==> config.mk <==
export PLATFORM = sky130hd
export DESIGN_NAME = parking_gate_controller_flat
export DESIGN_NICKNAME = d
export VERILOG_FILES = /design/src/rtl/parking_gate_controller_pkg.sv /design/src/rtl/parking_gate_controller_if.sv /design/src/rtl/parking_gate_controller_lowest_free_finder.sv /design/src/rtl/parking_gate_controller.sv /design/src/flat_wrapper.sv
export SDC_FILE = /design/constraint.sdc
export NUM_CORES = 1
export LEC_CHECK = 0
export BUFFER_PORTS_ARGS = -buffer_cell sky130_fd_sc_hd__clkbuf_2
export CORE_ASPECT_RATIO = 0.9
export CORE_MARGIN = 2
export CORE_UTILIZATION = 35
export DETAILED_ROUTE_END_ITERATION = 10
export GPL_TIMING_DRIVEN = 0
export PLACE_DENSITY = 0.53
export SLEW_MARGIN = 20
export SYNTH_ARGS = -nofsm -noshare
export SYNTH_HDL_FRONTEND = slang
export SYNTH_SLANG_ARGS = --single-unit
==> constraint.sdc <==
create_clock -name clk -period 8.01 [get_ports clk]
set_clock_uncertainty 0.2 [all_clocks]
set_input_delay 1.602 -clock clk [delete_from_list [all_inputs] [get_ports clk]]
set_output_delay 1.602 -clock clk [all_outputs]
set_load 0.01 [all_outputs]
==> src/rtl/parking_gate_controller_pkg.sv <==
// Shared types and helpers for the parking gate controller: gate FSM encoding
// and the sizing rule for the gate-open counter.
package parking_pkg;

  typedef enum logic [1:0] {
    IDLE     = 2'd0,
    OPEN     = 2'd1,
    WAIT_REL = 2'd2
  } gate_state_e;

  // The counter only ever holds GATE_OPEN_CYCLES-1 down to 0; keep at least one bit.
  function automatic int gate_cnt_width(input int cycles);
    return (cycles <= 2) ? 1 : $clog2(cycles);
  endfunction

endpackage

==> src/rtl/parking_gate_controller_if.sv <==
// Sensor/actuator bundle between the lane hardware (master) and the controller (slave).
interface parking_gate_controller_if #(
  parameter int NUM_SLOTS = 8
);
  localparam int SLOT_W = $clog2(NUM_SLOTS);

  logic                 entry_req;
  logic                 exit_req;
  logic [SLOT_W-1:0]    exit_slot;
  logic                 entry_grant;
  logic                 entry_deny;
  logic [SLOT_W-1:0]    entry_slot;
  logic                 gate_open;
  logic                 exit_err;
  logic [NUM_SLOTS-1:0] parking_capacity;
  logic [SLOT_W:0]      free_count;
  logic                 full;
  logic                 empty;

  modport master (
    output entry_req, exit_req, exit_slot,
    input  entry_grant, entry_deny, entry_slot, gate_open, exit_err,
           parking_capacity, free_count, full, empty
  );

  modport slave (
    input  entry_req, exit_req, exit_slot,
    output entry_grant, entry_deny, entry_slot, gate_open, exit_err,
           parking_capacity, free_count, full, empty
  );
endinterface

==> src/rtl/parking_gate_controller_lowest_free_finder.sv <==
// Combinational priority encoder: index of the lowest set bit of the free bitmap.
module lowest_free_finder #(
  parameter int NUM_SLOTS = 8,
  localparam int SLOT_W   = $clog2(NUM_SLOTS)
) (
  input  logic [NUM_SLOTS-1:0] bitmap_i,
  output logic [SLOT_W-1:0]    idx_o,
  output logic                 any_free_o
);

  // NOTE: combinational logic uses blocking '='; defaulting idx_o first
  // guarantees every path assigns it, so no latch is inferred.
  always_comb begin
    idx_o = '0;
    for (int i = NUM_SLOTS - 1; i >= 0; i--) begin
      if (bitmap_i[i]) idx_o = SLOT_W'(i);
    end
  end

  assign any_free_o = |bitmap_i;

endmodule

==> src/rtl/parking_gate_controller.sv <==
// Parking entry/exit controller: bay occupancy bitmap, lowest-free allocation,
// request/grant handshake and a timed barrier-open window.
module parking_gate_controller
  import parking_pkg::*;
#(
  parameter int NUM_SLOTS        = 8,
  parameter int GATE_OPEN_CYCLES = 50,
  localparam int SLOT_W          = $clog2(NUM_SLOTS)
) (
  input  logic                         clk,
  input  logic                         reset,
  parking_gate_controller_if.slave     bus
);

  localparam int              CNT_W    = gate_cnt_width(GATE_OPEN_CYCLES);
  localparam logic [CNT_W-1:0] CNT_LOAD = CNT_W'(GATE_OPEN_CYCLES - 1);
  localparam logic [SLOT_W:0]  ALL_FREE = (SLOT_W + 1)'(NUM_SLOTS);

  gate_state_e          state_q;
  logic [CNT_W-1:0]     cnt_q;
  logic [NUM_SLOTS-1:0] cap_q, cap_d;
  logic [SLOT_W:0]      count_q, count_d;
  logic                 full_q, empty_q;
  logic                 grant_q, deny_q, err_q, gate_q;
  logic [SLOT_W-1:0]    slot_q;

  logic [SLOT_W-1:0]    free_idx;
  logic                 any_free;
  logic                 exit_in_range, exit_ok, alloc;

  lowest_free_finder #(.NUM_SLOTS(NUM_SLOTS)) u_finder (
    .bitmap_i   (cap_q),
    .idx_o      (free_idx),
    .any_free_o (any_free)
  );

  // Widen before comparing so non-power-of-two lots still reject the unused codes.
  assign exit_in_range = (32'(bus.exit_slot) < 32'(NUM_SLOTS));
  assign exit_ok       = bus.exit_req && exit_in_range && !cap_q[bus.exit_slot];
  assign alloc         = (state_q == IDLE) && bus.entry_req && any_free;

  // Allocation clears a free bit, exit sets an occupied bit: never the same bit.
  always_comb begin
    cap_d = cap_q;
    if (alloc)   cap_d[free_idx]      = 1'b0;
    if (exit_ok) cap_d[bus.exit_slot] = 1'b1;
    count_d = '0;
    for (int i = 0; i < NUM_SLOTS; i++) begin
      count_d = count_d + {{SLOT_W{1'b0}}, cap_d[i]};
    end
  end

  // NOTE: sequential state uses non-blocking '<=' only, and the bay bitmap is
  // a real reset target: reset must forget every allocation.
  always_ff @(posedge clk) begin
    if (reset) begin
      state_q <= IDLE;
      cnt_q   <= '0;
      cap_q   <= '1;
      count_q <= ALL_FREE;
      full_q  <= 1'b0;
      empty_q <= 1'b1;
      grant_q <= 1'b0;
      deny_q  <= 1'b0;
      err_q   <= 1'b0;
      gate_q  <= 1'b0;
      slot_q  <= '0;
    end else begin
      grant_q <= 1'b0;
      deny_q  <= 1'b0;
      err_q   <= bus.exit_req && !exit_ok;
      cap_q   <= cap_d;
      count_q <= count_d;
      full_q  <= (count_d == '0);
      empty_q <= (count_d == ALL_FREE);

      unique case (state_q)
        IDLE: begin
          if (bus.entry_req) begin
            if (any_free) begin
              grant_q <= 1'b1;
              slot_q  <= free_idx;
              gate_q  <= 1'b1;
              cnt_q   <= CNT_LOAD;
              state_q <= OPEN;
            end else begin
              deny_q  <= 1'b1;
              state_q <= WAIT_REL;
            end
          end
        end
        OPEN: begin
          if (cnt_q == '0) begin
            gate_q  <= 1'b0;
            state_q <= WAIT_REL;
          end else begin
            cnt_q <= cnt_q - 1'b1;
          end
        end
        WAIT_REL: begin
          if (!bus.entry_req) state_q <= IDLE;
        end
        default: state_q <= IDLE;
      endcase
    end
  end

  assign bus.entry_grant      = grant_q;
  assign bus.entry_deny       = deny_q;
  assign bus.entry_slot       = slot_q;
  assign bus.gate_open        = gate_q;
  assign bus.exit_err         = err_q;
  assign bus.parking_capacity = cap_q;
  assign bus.free_count       = count_q;
  assign bus.full             = full_q;
  assign bus.empty            = empty_q;

endmodule
==> src/flat_wrapper.sv <==
// flat-port wrapper written by rule: the top's interface ports become plain ports
module parking_gate_controller_flat import parking_pkg::*;
#(
  parameter int NUM_SLOTS        = 8,
  parameter int GATE_OPEN_CYCLES = 50,
  localparam int SLOT_W          = $clog2(NUM_SLOTS)
)
  (clk, reset, bus_entry_req, bus_exit_req, bus_exit_slot, bus_entry_grant, bus_entry_deny, bus_entry_slot, bus_gate_open, bus_exit_err, bus_parking_capacity, bus_free_count, bus_full, bus_empty);
  parking_gate_controller_if #(.NUM_SLOTS(NUM_SLOTS)) bus_i ();
  input  logic clk;
  input  logic reset;
  input wire logic [$bits(bus_i.entry_req)-1:0] bus_entry_req;
  input wire logic [$bits(bus_i.exit_req)-1:0] bus_exit_req;
  input wire logic [$bits(bus_i.exit_slot)-1:0] bus_exit_slot;
  output wire logic [$bits(bus_i.entry_grant)-1:0] bus_entry_grant;
  output wire logic [$bits(bus_i.entry_deny)-1:0] bus_entry_deny;
  output wire logic [$bits(bus_i.entry_slot)-1:0] bus_entry_slot;
  output wire logic [$bits(bus_i.gate_open)-1:0] bus_gate_open;
  output wire logic [$bits(bus_i.exit_err)-1:0] bus_exit_err;
  output wire logic [$bits(bus_i.parking_capacity)-1:0] bus_parking_capacity;
  output wire logic [$bits(bus_i.free_count)-1:0] bus_free_count;
  output wire logic [$bits(bus_i.full)-1:0] bus_full;
  output wire logic [$bits(bus_i.empty)-1:0] bus_empty;
  assign bus_i.entry_req = bus_entry_req;
  assign bus_i.exit_req = bus_exit_req;
  assign bus_i.exit_slot = bus_exit_slot;
  assign bus_entry_grant = bus_i.entry_grant;
  assign bus_entry_deny = bus_i.entry_deny;
  assign bus_entry_slot = bus_i.entry_slot;
  assign bus_gate_open = bus_i.gate_open;
  assign bus_exit_err = bus_i.exit_err;
  assign bus_parking_capacity = bus_i.parking_capacity;
  assign bus_free_count = bus_i.free_count;
  assign bus_full = bus_i.full;
  assign bus_empty = bus_i.empty;
  parking_gate_controller #(.NUM_SLOTS(NUM_SLOTS), .GATE_OPEN_CYCLES(GATE_OPEN_CYCLES)) u_core (.clk(clk), .reset(reset), .bus(bus_i));
endmodule
==> reports/results.env <==
OUTCOME='completed'
DRC=0
GRTUSAGETOTAL_PCT=16.0
CTS.REPAIR.RESIZED=0
ROUTE.ANTENNA.REMAINING_NETS=0
MIN_PERIOD_NS=5.07
IOS=28
VDD_IR_DROP_MAX_mV=0.0882
SETUP-TNS-FINAL_NS=0
DIE_Y_UM=66.1
VIA_COUNT=1258
DRT_ITER0_MARKERS=35
SYN-NUM-NETS=171
SEQ_AREA_UM2=581
DRT_PASS1_ITERATIONS=4
CLOCK_TRANSITION_TIME_AT_THE_FLIP_FLOP_CLOCK_PINS_OF_THE_WORST_SETUP_AND_HOLD_PATHS_NS=0.06
SYNTHESIS.AREA_PER_INSTANCE_UM2=9.68
CLOCK_SINK_COUNT=29
LAYOUT_COMMON_CELLS='sky130_fd_sc_hd__dfxtp_1 (29), sky130_fd_sc_hd__clkbuf_2 (26), sky130_fd_sc_hd__nand2_1 (15)'
WORST_SLEW_PIN_SLEW_NS=0.587
SYNTH-EDFF-COUNT=0
MULTI_INPUT_COMB_AREA_UM2=860
GRT.OVERFLOW.TOTAL=0
DIEWIDTH_UM=73.0
IO_BUFFERS=26
FINAL-MAX-SLEW-VIOLATION-COUNT=0
START_UTIL_PCT=36.6
CLK_ROOT_BUFFER_CELL='sky130_fd_sc_hd__clkbuf_8'
YOSYS.AREA.TOP_TYPE='sky130_fd_sc_hd__dfxtp_1'
FINALPOWER_mW=0.355
CTS_HOLD_FIX_BUFS=0
PWR_DENSITY_CELL_nW_PER_UM2=200
FLOW.AREA_GROWTH_FROM_SYNTHESIS_PCT=18.2
ROUTED_WIRE_LENGTH_PER_INSTANCE_UM=14.3
PLACEDINSTANCEAREA_UM2=1690
MAX_FREQ_MHz=197
GRT_PASS1_WL_UM=5880
CTS_TREE='built'
WORST_EP_ARRIVAL_TIME_NS=5.09
MAPPEDNETLISTAREA_UM2=1500
DRIVE_ABOVE_1_SHARE_PCT=25.9
CORE-AREA_UM2=4100
CRIT_PATH_START_KIND='input pin'
WORST_HOLD_PATH_TYPE='reg -> reg'
HPWLAFTERDP_UM=2600
SETUP_VIOL=0
FINAL_AREA_UM2=1770
POST_LAYOUT_NET_COUNT=204
CRIT_PATH_MAX_FANOUT=5
ROUTABILITYCONGESTION=0.835
NETLIST_INSTANCES=155
POSTSYNTHREGISTERBITS=29
MOSTFREQUENTLAYOUTCELL='sky130_fd_sc_hd__dfxtp_1'
FINAL_HOLD_VIOL_COUNT=0
DESIGN.DIE.AREA_UM2=4830
FINAL_WIRELENGTH_UM=3380
RSZ0062_AT_GRT='false'
FILLER_CELL_COUNT=412
CRIT_TYPE='in -> reg'
ANTENNA_FOUND_INITIAL=0
VIAS_IN_THE_FIRST_GLOBAL_ROUTE=1229
CLOCK_TREE.HTREE_LEVEL_COUNT=2
ROW_COUNT=22
DISTINCT_CELLS_SYNTH=51
HOLD_WORST_SLACK_NS=0.261
TIMING.SLEW.HEADROOM_PCT=60.9
ROUTED_VIA_DENSITY=5.31
PIN_COUNT_OF_THE_BIGGEST_NET_ENTERING_GLOBAL_ROUTING=11
SYNTH_AREA_LEADERS='sky130_fd_sc_hd__dfxtp_1 (39%), sky130_fd_sc_hd__fa_1 (5.3%), sky130_fd_sc_hd__ha_1 (4.2%)'
NUM_ANTENNA_CELLS=0
NUMBER_OF_WARNINGS_REPORTED_IN_THE_YOSYS_SYNTHESIS_LOG=0
SEQ_AREA_FRAC_SYNTH_PCT=38.7
CP-END-KIND='flop'
WORSTSKEWPAIRLATENCY_NS=0.28
TIMING.FINAL.WS_SETUP_NS=2.94
REQUIRED_NS=8.03
DETAILEDPLACE.WORSTSLACK_NS=2.65
BUFFERS_INSERTED_DURING_POST_CTS_SETUP_OPTIMIZATION=0
YOSYSTOPAREACELLSHARE_PCT=38.7
DRV_CAP=0
ASYNC_RESET_FF_SHARE_PCT=0
YS.FLOP_TYPE='sky130_fd_sc_hd__dfxtp_1'
CTS_MADE_BUFFERS=5
TIMING.FINAL.CRIT_SHARE_PCT=63.3
POWER.LEAKAGE_nW=0.741
CLOCK_TREE.BUFFER_DEPTH=2
## state kept, by name (all words and copies together), names as in the netlist
register	count
u_core.bus.entry_grant	1
u_core.state_q	2
u_core.bus.entry_slot	3
u_core.bus.gate_open	1
u_core.bus.exit_err	1
u_core.cnt_q	6
u_core.bus.entry_deny	1
u_core.bus.free_count	4
u_core.bus.empty	1
u_core.bus.full	1
u_core.bus.parking_capacity	8
## synth_stat cells, drive strengths merged (2+ instances only)
library cell / n
nand2b: 3
o21ai: 3
a21o: 2
nand3b: 2
a211oi: 2
mux4: 2
nor4b: 2
o41ai: 3
nand2: 15
or4: 2
nor2: 13
dfxtp: 29
inv: 9
clkbuf: 3
a31o: 2
nor3b: 2
mux2i: 2
nand3: 3
fa: 4
a41oi: 2
a21oi: 10
and3: 2
xnor2: 2
ha: 5
nor2b: 3
o21a: 2
or2: 3
nor3: 5
## kinds of logic (layout without fill, tap and decap cells)
| kind of cell | Yosys count | count (layout) | share of synthesized area (%) |
|---|---|---|---|
| AOI/OAI and AO/OA | 35 | 35 | 17.6 |
| xor gates and xnor gates | 2 | 2 | 1.17 |
| buffers and inverters | 14 | 48 | 4.00 |
| muxes | 5 | 5 | 5.09 |
| and+or+nand+nor | 61 | 61 | 23.9 |
| DFF | 29 | 29 | 38.7 |
| adders and majority gates | 9 | 9 | 9.51 |
## cell type report
class | instances | share of cell area, %
buffer | 4 | 1.27
clock buffer | 6 | 4.09
clock inverter | 2 | 0.565
inverter | 10 | 2.12
multi-input combinational | 112 | 48.5
sequential | 29 | 32.7
tap | 48 | 3.39
timing repair buffer | 26 | 7.34
## through the flow
| stage | cells | utilization [%] |
|---|---|---|
| after floorplan | 155 | - |
| after global placement | 229 | 41.2 |
| after detailed placement | 229 | 41.2 |
| after CTS | 237 | 43.2 |
| after global routing | 237 | 43.2 |
| final | 237 | 43.2 |
## metal layers
metal / GRT usage, % / part of all wire [%] / vias to the layer above
li1: - / - / 631
met1: 22.3 / 51 / 602
met2: 23.2 / 45 / 21
met3: 4.73 / 3.3 / 4
met4: 6.02 / 0.86 / 0
met5: 0 / 0 / -
## path summary, 6_finish.rpt
| check | to | cells past startpoint | slack [ns] | startpoint |
|---|---|---|---|---|
| worst max-delay path | u_core.bus.full | 11 | 2.94 | bus_entry_req |
| worst min-delay path | u_core.bus.entry_slot[1] | 2 | 0.26 | u_core.bus.entry_slot[1] |
| worst max register to register | u_core.bus.full | 10 | 3.98 | u_core.state_q[1] |
| worst min register to register | u_core.bus.entry_slot[1] | 2 | 0.26 | u_core.bus.entry_slot[1] |
## where the power goes
part	switching [mW]	internal [mW]	leakage, nW
clock network	0.0539	0.0600	0.0450
logic	0.0425	0.0330	0.458
registers	0.00856	0.157	0.238
total	0.105	0.250	0.741
## worst max-delay path: stages
cell and delay [ns]:
sky130_fd_sc_hd__clkbuf_2 0.10, sky130_fd_sc_hd__or3b_4 0.41, sky130_fd_sc_hd__nor4b_4 0.40, sky130_fd_sc_hd__a31o_2 0.24, sky130_fd_sc_hd__fa_1 0.45, sky130_fd_sc_hd__fa_1 0.53, sky130_fd_sc_hd__fa_1 0.45, sky130_fd_sc_hd__inv_1 0.08
sky130_fd_sc_hd__fa_1 0.43, sky130_fd_sc_hd__and3b_1 0.25, sky130_fd_sc_hd__and3_1 0.15
No activity file was read; power rests on OpenSTA's default activity.
